$ cat src/rtl/generic_cbus_slave_wr_ctl_if.sv
// CBUS write channel between a write master and generic_cbus_slave_wr_ctl.
//   cbus_req      beat valid (master -> slave)
//   cbus_address  beat byte address, expected word aligned
//   cbus_bytecnt  bytes remaining in the burst, including this beat
//   cbus_byten    byte enables in the master's lane order
//   cbus_first    first beat of a burst
//   cbus_last     last beat of a burst
//   cbus_wdata    beat data
//   cbus_wready   slave can take a beat (slave -> master)
interface generic_cbus_slave_wr_ctl_if #(
  parameter int unsigned ADDR_W = 32
);
  logic              cbus_req;
  logic [ADDR_W-1:0] cbus_address;
  logic [9:0]        cbus_bytecnt;
  logic [3:0]        cbus_byten;
  logic              cbus_first;
  logic              cbus_last;
  logic [31:0]       cbus_wdata;
  logic              cbus_wready;

  modport master (
    output cbus_req, cbus_address, cbus_bytecnt, cbus_byten,
           cbus_first, cbus_last, cbus_wdata,
    input  cbus_wready
  );

  modport slave (
    input  cbus_req, cbus_address, cbus_bytecnt, cbus_byten,
           cbus_first, cbus_last, cbus_wdata,
    output cbus_wready
  );
endinterface

$ cat src/rtl/generic_cbus_slave_wr_ctl.sv
// CBUS write responder. Accepts write beats, buffers them in a small FIFO and
// drains them to an SRAM-style write port, while checking each accepted beat
// against the burst protocol and latching sticky error bits.
//   cbus_clk      clock
//   rst           asynchronous reset, active high
//   big_endian_q  1 = master byte-enable lanes are reversed
//   cbus          CBUS write channel (slave side)
//   mem_wr        memory write request (FIFO not empty)
//   mem_addr      word-aligned byte address of the head entry
//   mem_be        byte enables, little-endian lane order
//   mem_wdata     write data
//   mem_gnt       write completes when mem_wr && mem_gnt
//   burst_done    one-cycle pulse after the last beat of a burst is written
//   err           OR of err_code
//   err_code      sticky {LAST, BYTEN, CNT, ADDR, ORDER}
//   err_clr       clears err_code; a same-cycle new error still sets its bit
module generic_cbus_slave_wr_ctl #(
  parameter int unsigned FIFO_DEPTH = 4,
  parameter int unsigned ADDR_W     = 32
) (
  input  logic                      cbus_clk,
  input  logic                      rst,
  input  logic                      big_endian_q,
  generic_cbus_slave_wr_ctl_if.slave cbus,
  output logic                      mem_wr,
  output logic [ADDR_W-1:0]         mem_addr,
  output logic [3:0]                mem_be,
  output logic [31:0]               mem_wdata,
  input  logic                      mem_gnt,
  output logic                      burst_done,
  output logic                      err,
  output logic [4:0]                err_code,
  input  logic                      err_clr
);

  localparam int unsigned PW = (FIFO_DEPTH > 1) ? $clog2(FIFO_DEPTH) : 1;

  localparam logic [0:0] ST_IDLE  = 1'b0;
  localparam logic [0:0] ST_BURST = 1'b1;

  // FIFO storage and control
  logic [ADDR_W-1:0] addr_mem_q [FIFO_DEPTH];
  logic [3:0]        be_mem_q   [FIFO_DEPTH];
  logic [31:0]       data_mem_q [FIFO_DEPTH];
  logic              last_mem_q [FIFO_DEPTH];

  logic [PW-1:0] wptr_q, wptr_d;
  logic [PW-1:0] rptr_q, rptr_d;
  logic [PW:0]   count_q, count_d;
  logic          fifo_full;
  logic          accept;
  logic          push;
  logic          pop;

  // Checker state
  logic [0:0]        state_q, state_d;
  logic [ADDR_W-1:0] exp_addr_q, exp_addr_d;
  logic [9:0]        exp_cnt_q, exp_cnt_d;
  logic [4:0]        err_code_q, err_code_d;
  logic [4:0]        err_new;
  logic              burst_done_q, burst_done_d;

  logic [3:0] be_in;
  logic [3:0] be_exp;
  logic       last_ok;

  assign fifo_full        = (count_q == (PW+1)'(FIFO_DEPTH));
  assign cbus.cbus_wready = ~fifo_full;
  assign accept           = cbus.cbus_req & ~fifo_full;
  assign mem_wr           = (count_q != '0);
  assign pop              = mem_wr & mem_gnt;

  // Head entry is only meaningful while mem_wr is high; gating keeps the
  // outputs at zero while empty and after reset.
  assign mem_addr   = mem_wr ? addr_mem_q[rptr_q] : '0;
  assign mem_be     = mem_wr ? be_mem_q[rptr_q]   : '0;
  assign mem_wdata  = mem_wr ? data_mem_q[rptr_q] : '0;
  assign burst_done = burst_done_q;
  assign err_code   = err_code_q;
  assign err        = |err_code_q;

  always_comb begin
    be_in = big_endian_q ? {cbus.cbus_byten[0], cbus.cbus_byten[1],
                            cbus.cbus_byten[2], cbus.cbus_byten[3]}
                         : cbus.cbus_byten;
    if (cbus.cbus_bytecnt >= 10'd4) begin
      be_exp = 4'b1111;
    end else begin
      case (cbus.cbus_bytecnt[1:0])
        2'd3:    be_exp = 4'b0111;
        2'd2:    be_exp = 4'b0011;
        2'd1:    be_exp = 4'b0001;
        default: be_exp = 4'b0000;
      endcase
    end
    last_ok = (cbus.cbus_bytecnt != 10'd0) && (cbus.cbus_bytecnt <= 10'd4);
  end

  always_comb begin
    state_d    = state_q;
    exp_addr_d = exp_addr_q;
    exp_cnt_d  = exp_cnt_q;
    err_new    = '0;
    push       = 1'b0;
    if (accept) begin
      if ((state_q == ST_IDLE) && !cbus.cbus_first) begin
        // Stray continuation beat: flagged and dropped.
        err_new[0] = 1'b1;
      end else begin
        push = 1'b1;
        if ((state_q == ST_BURST) && !cbus.cbus_first) begin
          err_new[1] = (cbus.cbus_address[1:0] != 2'b00) ||
                       (cbus.cbus_address != exp_addr_q);
          err_new[2] = (cbus.cbus_bytecnt != exp_cnt_q) ||
                       (cbus.cbus_bytecnt == 10'd0);
          exp_addr_d = exp_addr_q + ADDR_W'(4);
          exp_cnt_d  = exp_cnt_q - 10'd4;
        end else begin
          // Burst start; a first beat mid-burst restarts tracking here.
          err_new[0] = (state_q == ST_BURST);
          err_new[1] = (cbus.cbus_address[1:0] != 2'b00);
          err_new[2] = (cbus.cbus_bytecnt == 10'd0);
          exp_addr_d = cbus.cbus_address + ADDR_W'(4);
          exp_cnt_d  = cbus.cbus_bytecnt - 10'd4;
        end
        err_new[3] = (be_in != be_exp);
        err_new[4] = (cbus.cbus_last != last_ok);
        state_d    = cbus.cbus_last ? ST_IDLE : ST_BURST;
      end
    end
    err_code_d = (err_clr ? 5'b00000 : err_code_q) | err_new;
  end

  always_comb begin
    wptr_d       = push ? wptr_q + PW'(1) : wptr_q;
    rptr_d       = pop  ? rptr_q + PW'(1) : rptr_q;
    count_d      = count_q;
    burst_done_d = pop & last_mem_q[rptr_q];
    case ({push, pop})
      2'b10:   count_d = count_q + (PW+1)'(1);
      2'b01:   count_d = count_q - (PW+1)'(1);
      default: count_d = count_q;
    endcase
  end

  always_ff @(posedge cbus_clk or posedge rst) begin
    if (rst) begin
      wptr_q       <= '0;
      rptr_q       <= '0;
      count_q      <= '0;
      state_q      <= ST_IDLE;
      exp_addr_q   <= '0;
      exp_cnt_q    <= '0;
      err_code_q   <= '0;
      burst_done_q <= 1'b0;
    end else begin
      wptr_q       <= wptr_d;
      rptr_q       <= rptr_d;
      count_q      <= count_d;
      state_q      <= state_d;
      exp_addr_q   <= exp_addr_d;
      exp_cnt_q    <= exp_cnt_d;
      err_code_q   <= err_code_d;
      burst_done_q <= burst_done_d;
    end
  end

  always_ff @(posedge cbus_clk) begin
    if (push) begin
      addr_mem_q[wptr_q] <= {cbus.cbus_address[ADDR_W-1:2], 2'b00};
      be_mem_q[wptr_q]   <= be_in;
      data_mem_q[wptr_q] <= cbus.cbus_wdata;
      last_mem_q[wptr_q] <= cbus.cbus_last;
    end
  end

endmodule

$ cat src/flat_wrapper.sv
// flat-port wrapper written by rule: the top's interface ports become plain ports
module generic_cbus_slave_wr_ctl_flat 
#(
  parameter int unsigned FIFO_DEPTH = 4,
  parameter int unsigned ADDR_W     = 32
)
  (cbus_clk, rst, big_endian_q, mem_wr, mem_addr, mem_be, mem_wdata, mem_gnt, burst_done, err, err_code, err_clr, cbus_cbus_req, cbus_cbus_address, cbus_cbus_bytecnt, cbus_cbus_byten, cbus_cbus_first, cbus_cbus_last, cbus_cbus_wdata, cbus_cbus_wready);
  generic_cbus_slave_wr_ctl_if #(.ADDR_W(ADDR_W)) cbus_i ();
  input  logic cbus_clk;
  input  logic rst;
  input  logic big_endian_q;
  output logic mem_wr;
  output logic [ADDR_W-1:0] mem_addr;
  output logic [3:0] mem_be;
  output logic [31:0] mem_wdata;
  input  logic mem_gnt;
  output logic burst_done;
  output logic err;
  output logic [4:0] err_code;
  input  logic err_clr;
  input wire logic [$bits(cbus_i.cbus_req)-1:0] cbus_cbus_req;
  input wire logic [$bits(cbus_i.cbus_address)-1:0] cbus_cbus_address;
  input wire logic [$bits(cbus_i.cbus_bytecnt)-1:0] cbus_cbus_bytecnt;
  input wire logic [$bits(cbus_i.cbus_byten)-1:0] cbus_cbus_byten;
  input wire logic [$bits(cbus_i.cbus_first)-1:0] cbus_cbus_first;
  input wire logic [$bits(cbus_i.cbus_last)-1:0] cbus_cbus_last;
  input wire logic [$bits(cbus_i.cbus_wdata)-1:0] cbus_cbus_wdata;
  output wire logic [$bits(cbus_i.cbus_wready)-1:0] cbus_cbus_wready;
  assign cbus_i.cbus_req = cbus_cbus_req;
  assign cbus_i.cbus_address = cbus_cbus_address;
  assign cbus_i.cbus_bytecnt = cbus_cbus_bytecnt;
  assign cbus_i.cbus_byten = cbus_cbus_byten;
  assign cbus_i.cbus_first = cbus_cbus_first;
  assign cbus_i.cbus_last = cbus_cbus_last;
  assign cbus_i.cbus_wdata = cbus_cbus_wdata;
  assign cbus_cbus_wready = cbus_i.cbus_wready;
  generic_cbus_slave_wr_ctl #(.FIFO_DEPTH(FIFO_DEPTH), .ADDR_W(ADDR_W)) u_core (.cbus_clk(cbus_clk), .rst(rst), .big_endian_q(big_endian_q), .cbus(cbus_i), .mem_wr(mem_wr), .mem_addr(mem_addr), .mem_be(mem_be), .mem_wdata(mem_wdata), .mem_gnt(mem_gnt), .burst_done(burst_done), .err(err), .err_code(err_code), .err_clr(err_clr));
endmodule
$ cat config.mk
export PLATFORM = sky130hd
export DESIGN_NAME = generic_cbus_slave_wr_ctl_flat
export DESIGN_NICKNAME = d
export VERILOG_FILES = /design/src/rtl/generic_cbus_slave_wr_ctl_if.sv /design/src/rtl/generic_cbus_slave_wr_ctl.sv /design/src/flat_wrapper.sv
export SDC_FILE = /design/constraint.sdc
export NUM_CORES = 1
export LEC_CHECK = 0
export BUFFER_PORTS_ARGS = -buffer_cell sky130_fd_sc_hd__clkbuf_2
export CORE_UTILIZATION = 40
export DETAILED_ROUTE_END_ITERATION = 6
export PLACE_DENSITY = 0.67
export SYNTH_ARGS = -nofsm -noshare
export SYNTH_HDL_FRONTEND = slang
export SYNTH_SLANG_ARGS = --single-unit
export TNS_END_PERCENT = 10
$ cat constraint.sdc
create_clock -name cbus_clk -period 4.9 [get_ports cbus_clk]
set_input_delay 0.245 -clock cbus_clk [delete_from_list [all_inputs] [get_ports cbus_clk]]
set_output_delay 0.245 -clock cbus_clk [all_outputs]
set_load 0.01 [all_outputs]
==> impl_metrics.tcl <==
set metrics [dict create \
    fin_worst_skew_ns 0.00683 \
    drtIter0Drc 609 \
    fraction_of_layout_instances_using_a_drive_strength_above_1_pct 27.2 \
    slew_violations 0 \
    setup.worst_path.start_class "register" \
    cts-root-buf "sky130_fd_sc_hd__clkbuf_16" \
    maxSlewHeadroom_pct 39.7 \
    fp.dieW_um 194 \
    grt_pass1_vias 9179 \
    netlist.area_leader.share_pct 54.5 \
    worstPathCellList "ha_2 -> buf_4 -> nand4_1 -> a22oi_1 -> nand3_2 -> nor4b_2 -> mux2i_1 -> a211o_1" \
    ctsLongestPathBuffers 3 \
    placement_rows 69 \
    share_comb_of_total_power_pct 32.3 \
    yosys.cell_count.top_type "sky130_fd_sc_hd__edfxtp_1" \
    hold_path.class "primary input to register" \
    period_share_pct 68.4 \
    fin_tns_setup_ns 0 \
    grt_pass1_wl_mm 51.7 \
    syn_area_um2 14800 \
    synth_top_flop_cell "sky130_fd_sc_hd__edfxtp_1" \
    floorplan.die_area_um2 37700 \
    layout.nets 1276 \
    cts_tree "built" \
    p_int_uw 6720 \
    max-cap-violations 0 \
    worstSetupPathType "register to register" \
    netlist_top_cells_count "268 x sky130_fd_sc_hd__edfxtp_1, 71 x sky130_fd_sc_hd__and2_1, 67 x sky130_fd_sc_hd__mux4_2" \
    initial_antenna_violation_count 3 \
    arrival_ns 3.76 \
    irDropWorstVdd_mv 0.210 \
    fp.coreArea_um2 35900 \
    numCtsBuffers 36 \
    ys_async_sr_fraction_pct 17.3 \
    place.gp.congestion 0.855 \
    switching_share_pct 32.9 \
    hold-path-cell-count 1 \
    leakage_uw 0.00627 \
    cts-htree-levels 2 \
    cts.sinks 324 \
    combined_area_of_the_multi_input_logic_cells_um2 5010 \
    setup-violations-final 0 \
    overflow 0 \
    n_antenna_cell 0 \
    clkLatencyLatePin_ns 0.53 \
    post_synthesis_cell_type_with_the_largest_combined_area "sky130_fd_sc_hd__edfxtp_1" \
    filler_cell_count 3124 \
    total_power_uw 10000 \
    grt_max_degree 64 \
    io_buffers 160 \
    hpwlAfterDp_mm 21.0 \
    worstPathRequired_ns 5.31 \
    post_synthesis_to_final_layout_area_growth_pct 19.2 \
    post_synth_num_cell_types 61 \
    crit_path_end_kind "register" \
    finalWirelength_mm 33.0 \
    synth_enable_flop_cells 268 \
    critical_path.max_stage_delay_ns 0.55 \
    reg2reg_depth 8 \
    synth-warning-count 0 \
    ios 163 \
    p_clk_share_pct 26.3 \
    synth_cells 978 \
    p_sw_uw 3300 \
    final_period_minus_worst_setup_slack_ns 3.35 \
    die-height_um 194 \
    grt_setup_unrepaired "no" \
    power_per_standard_cell_area_nw_per_um2 570 \
    result_of_the_run "finished clean" \
    groute.usage.overall_pct 17.6 \
    post-cts-setup-buffer-count 0 \
    drt_pre_antenna_iters 5 \
    route.vias.total 9023 \
    crit_path_top_delay_cell "sky130_fd_sc_hd__buf_4" \
    timing_limited_maximum_frequency_ghz 0.298 \
    wl_per_cell_um 19.8 \
    path_clk_slew_ns 0.06 \
    seqCellArea_um2 9460 \
    postSynthRegisterBits 324 \
    starting_density_of_the_core_pct 41.1 \
    remaining_drc_errors 0 \
    critical_path_peak_fanout 63 \
    timing_hold_violations_final 0 \
    post_synthesis_sequential_area_ratio_pct 64.0 \
    drt.antenna.violating_nets 0 \
    ys_top_cells_by_area "sky130_fd_sc_hd__edfxtp_1 55%, sky130_fd_sc_hd__mux4_2 10%, sky130_fd_sc_hd__dfrtp_1 9.5%" \
    drt-vias-per-instance 5.42 \
    timing_worst_slew_pin_value_ns 0.904 \
    p_seq_share_pct 41.4 \
    average_cell_area_after_synthesis_um2 15.1 \
]
==> flip-flops by register name (all words and copies together) (netlist names) <==
signal and count:
u_core.data_mem_q 128, u_core.addr_mem_q 120, u_core.exp_addr_q 32, u_core.be_mem_q 16
u_core.exp_cnt_q 10, u_core.err_code 5, u_core.last_mem_q 4, u_core.count_q 3
u_core.rptr_q 2, u_core.wptr_q 2, u_core.burst_done 1, u_core.state_q 1
==> routing by layer <==
metal	track usage [%]	wire [µm]	vias to the layer above
met4	5.14	756	4
met2	28.8	15600	204
li1	-	-	4179
met1	24.1	15100	4579
met5	0	27	-
met3	3.03	1490	57
==> cell families (layout without fill, tap and decap cells) <==
logic type,count (synthesis),after routing,share of synthesized area (%)
AND/OR/NAND/NOR,262,262,9.77
flip-flops,324,324,64.0
adder cells (fa/ha/maj),13,13,1.15
XOR/XNOR,72,72,4.27
AO/OA/AOI/OAI,119,119,5.38
other,1,2,0.0254
multiplexers,109,109,13.2
buffers and inverters,78,304,2.17
==> final cells by class <==
class	count	share of cell area, %
multi-input combinational	577	28.5
clock buffer	46	5.33
timing repair buffer	214	7.40
tap	461	3.28
inverter	24	0.512
sequential	324	53.8
clock inverter	20	1.24
==> layout by cell type, fill, tap and decap left out, types with 13 or more instances in the layout <==
cell type                         n
sky130_fd_sc_hd__dfrtp_1         54
sky130_fd_sc_hd__buf_4           16
sky130_fd_sc_hd__nand4_1         21
sky130_fd_sc_hd__o22ai_1         18
sky130_fd_sc_hd__and2_1          67
sky130_fd_sc_hd__mux4_2          67
sky130_fd_sc_hd__dlygate4sd3_1   38
sky130_fd_sc_hd__mux2_2          13
sky130_fd_sc_hd__o21ai_0         29
sky130_fd_sc_hd__nor2_1          25
sky130_fd_sc_hd__clkbuf_2       160
sky130_fd_sc_hd__nand3_1         26
sky130_fd_sc_hd__nand2_1         58
sky130_fd_sc_hd__inv_1           22
sky130_fd_sc_hd__xor2_1          18
sky130_fd_sc_hd__edfxtp_1       268
sky130_fd_sc_hd__xnor2_1         54
sky130_fd_sc_hd__mux2i_1         29
sky130_fd_sc_hd__a21oi_1         20
sky130_fd_sc_hd__clkbuf_16       36
==> through the flow <==
stage          cell area, µm²  hold WS (ns)  worst slack, ns  instances  utilization (%)
6_report                17600        0.0261             1.55       1666             49.0
5_1_grt                 17600        0.0237             1.26       1666             49.0
4_1_cts                 17600        0.0105             1.54       1666             49.0
3_5_place_dp            16100         0.263             1.52       1562             44.7
3_3_place_gp            16100         0.264             1.60       1562             44.7
2_1_floorplan           14800         0.344             1.20        979                -
==> worst max-delay path: cells and delay by family, from the launching register on <==
| kind | cells | cell delay [ns] |
|---|---|---|
| and+or+nand+nor | 3 | 0.97 |
| AOI/OAI and AO/OA | 2 | 0.79 |
| buffers and inverters | 1 | 0.55 |
| adders and majority gates | 1 | 0.43 |
| DFF | 1 | 0.37 |
| muxes | 1 | 0.12 |
==> power by group through the flow <==
| stage | Clock, µW | Combinational [µW] | Sequential, µW |
|---|---|---|---|
| after floorplan | 0 | 2410 | 3900 |
| after global placement | 0 | 3240 | 4200 |
| after detailed placement | 0 | 3270 | 4220 |
| after CTS | 2690 | 3300 | 4160 |
| after global routing | 2780 | 3550 | 4240 |
| final | 2640 | 3240 | 4150 |
==> final timing paths <==
kind / startpoint / endpoint / slack [ns]
worst min register to register: u_core.count_q[2] / u_core.count_q[2] / 0.48
worst max register to register: u_core.state_q / u_core.exp_addr_q[28] / 1.55
worst max-delay path: u_core.state_q / u_core.exp_addr_q[28] / 1.55
worst min-delay path: cbus_cbus_address[14] / u_core.addr_mem_q[3][12] / 0.03
max in group asynchronous: rst / u_core.rptr_q[1] / 3.65
min in group asynchronous: rst / u_core.exp_addr_q[24] / 0.26
==> repair_timing <==
action	in CTS	in global routing
hold buffers	38	0
gates resized for setup	0	0
endpoints found under the hold margin	154	0
Power figures use the tool's default switching activity.
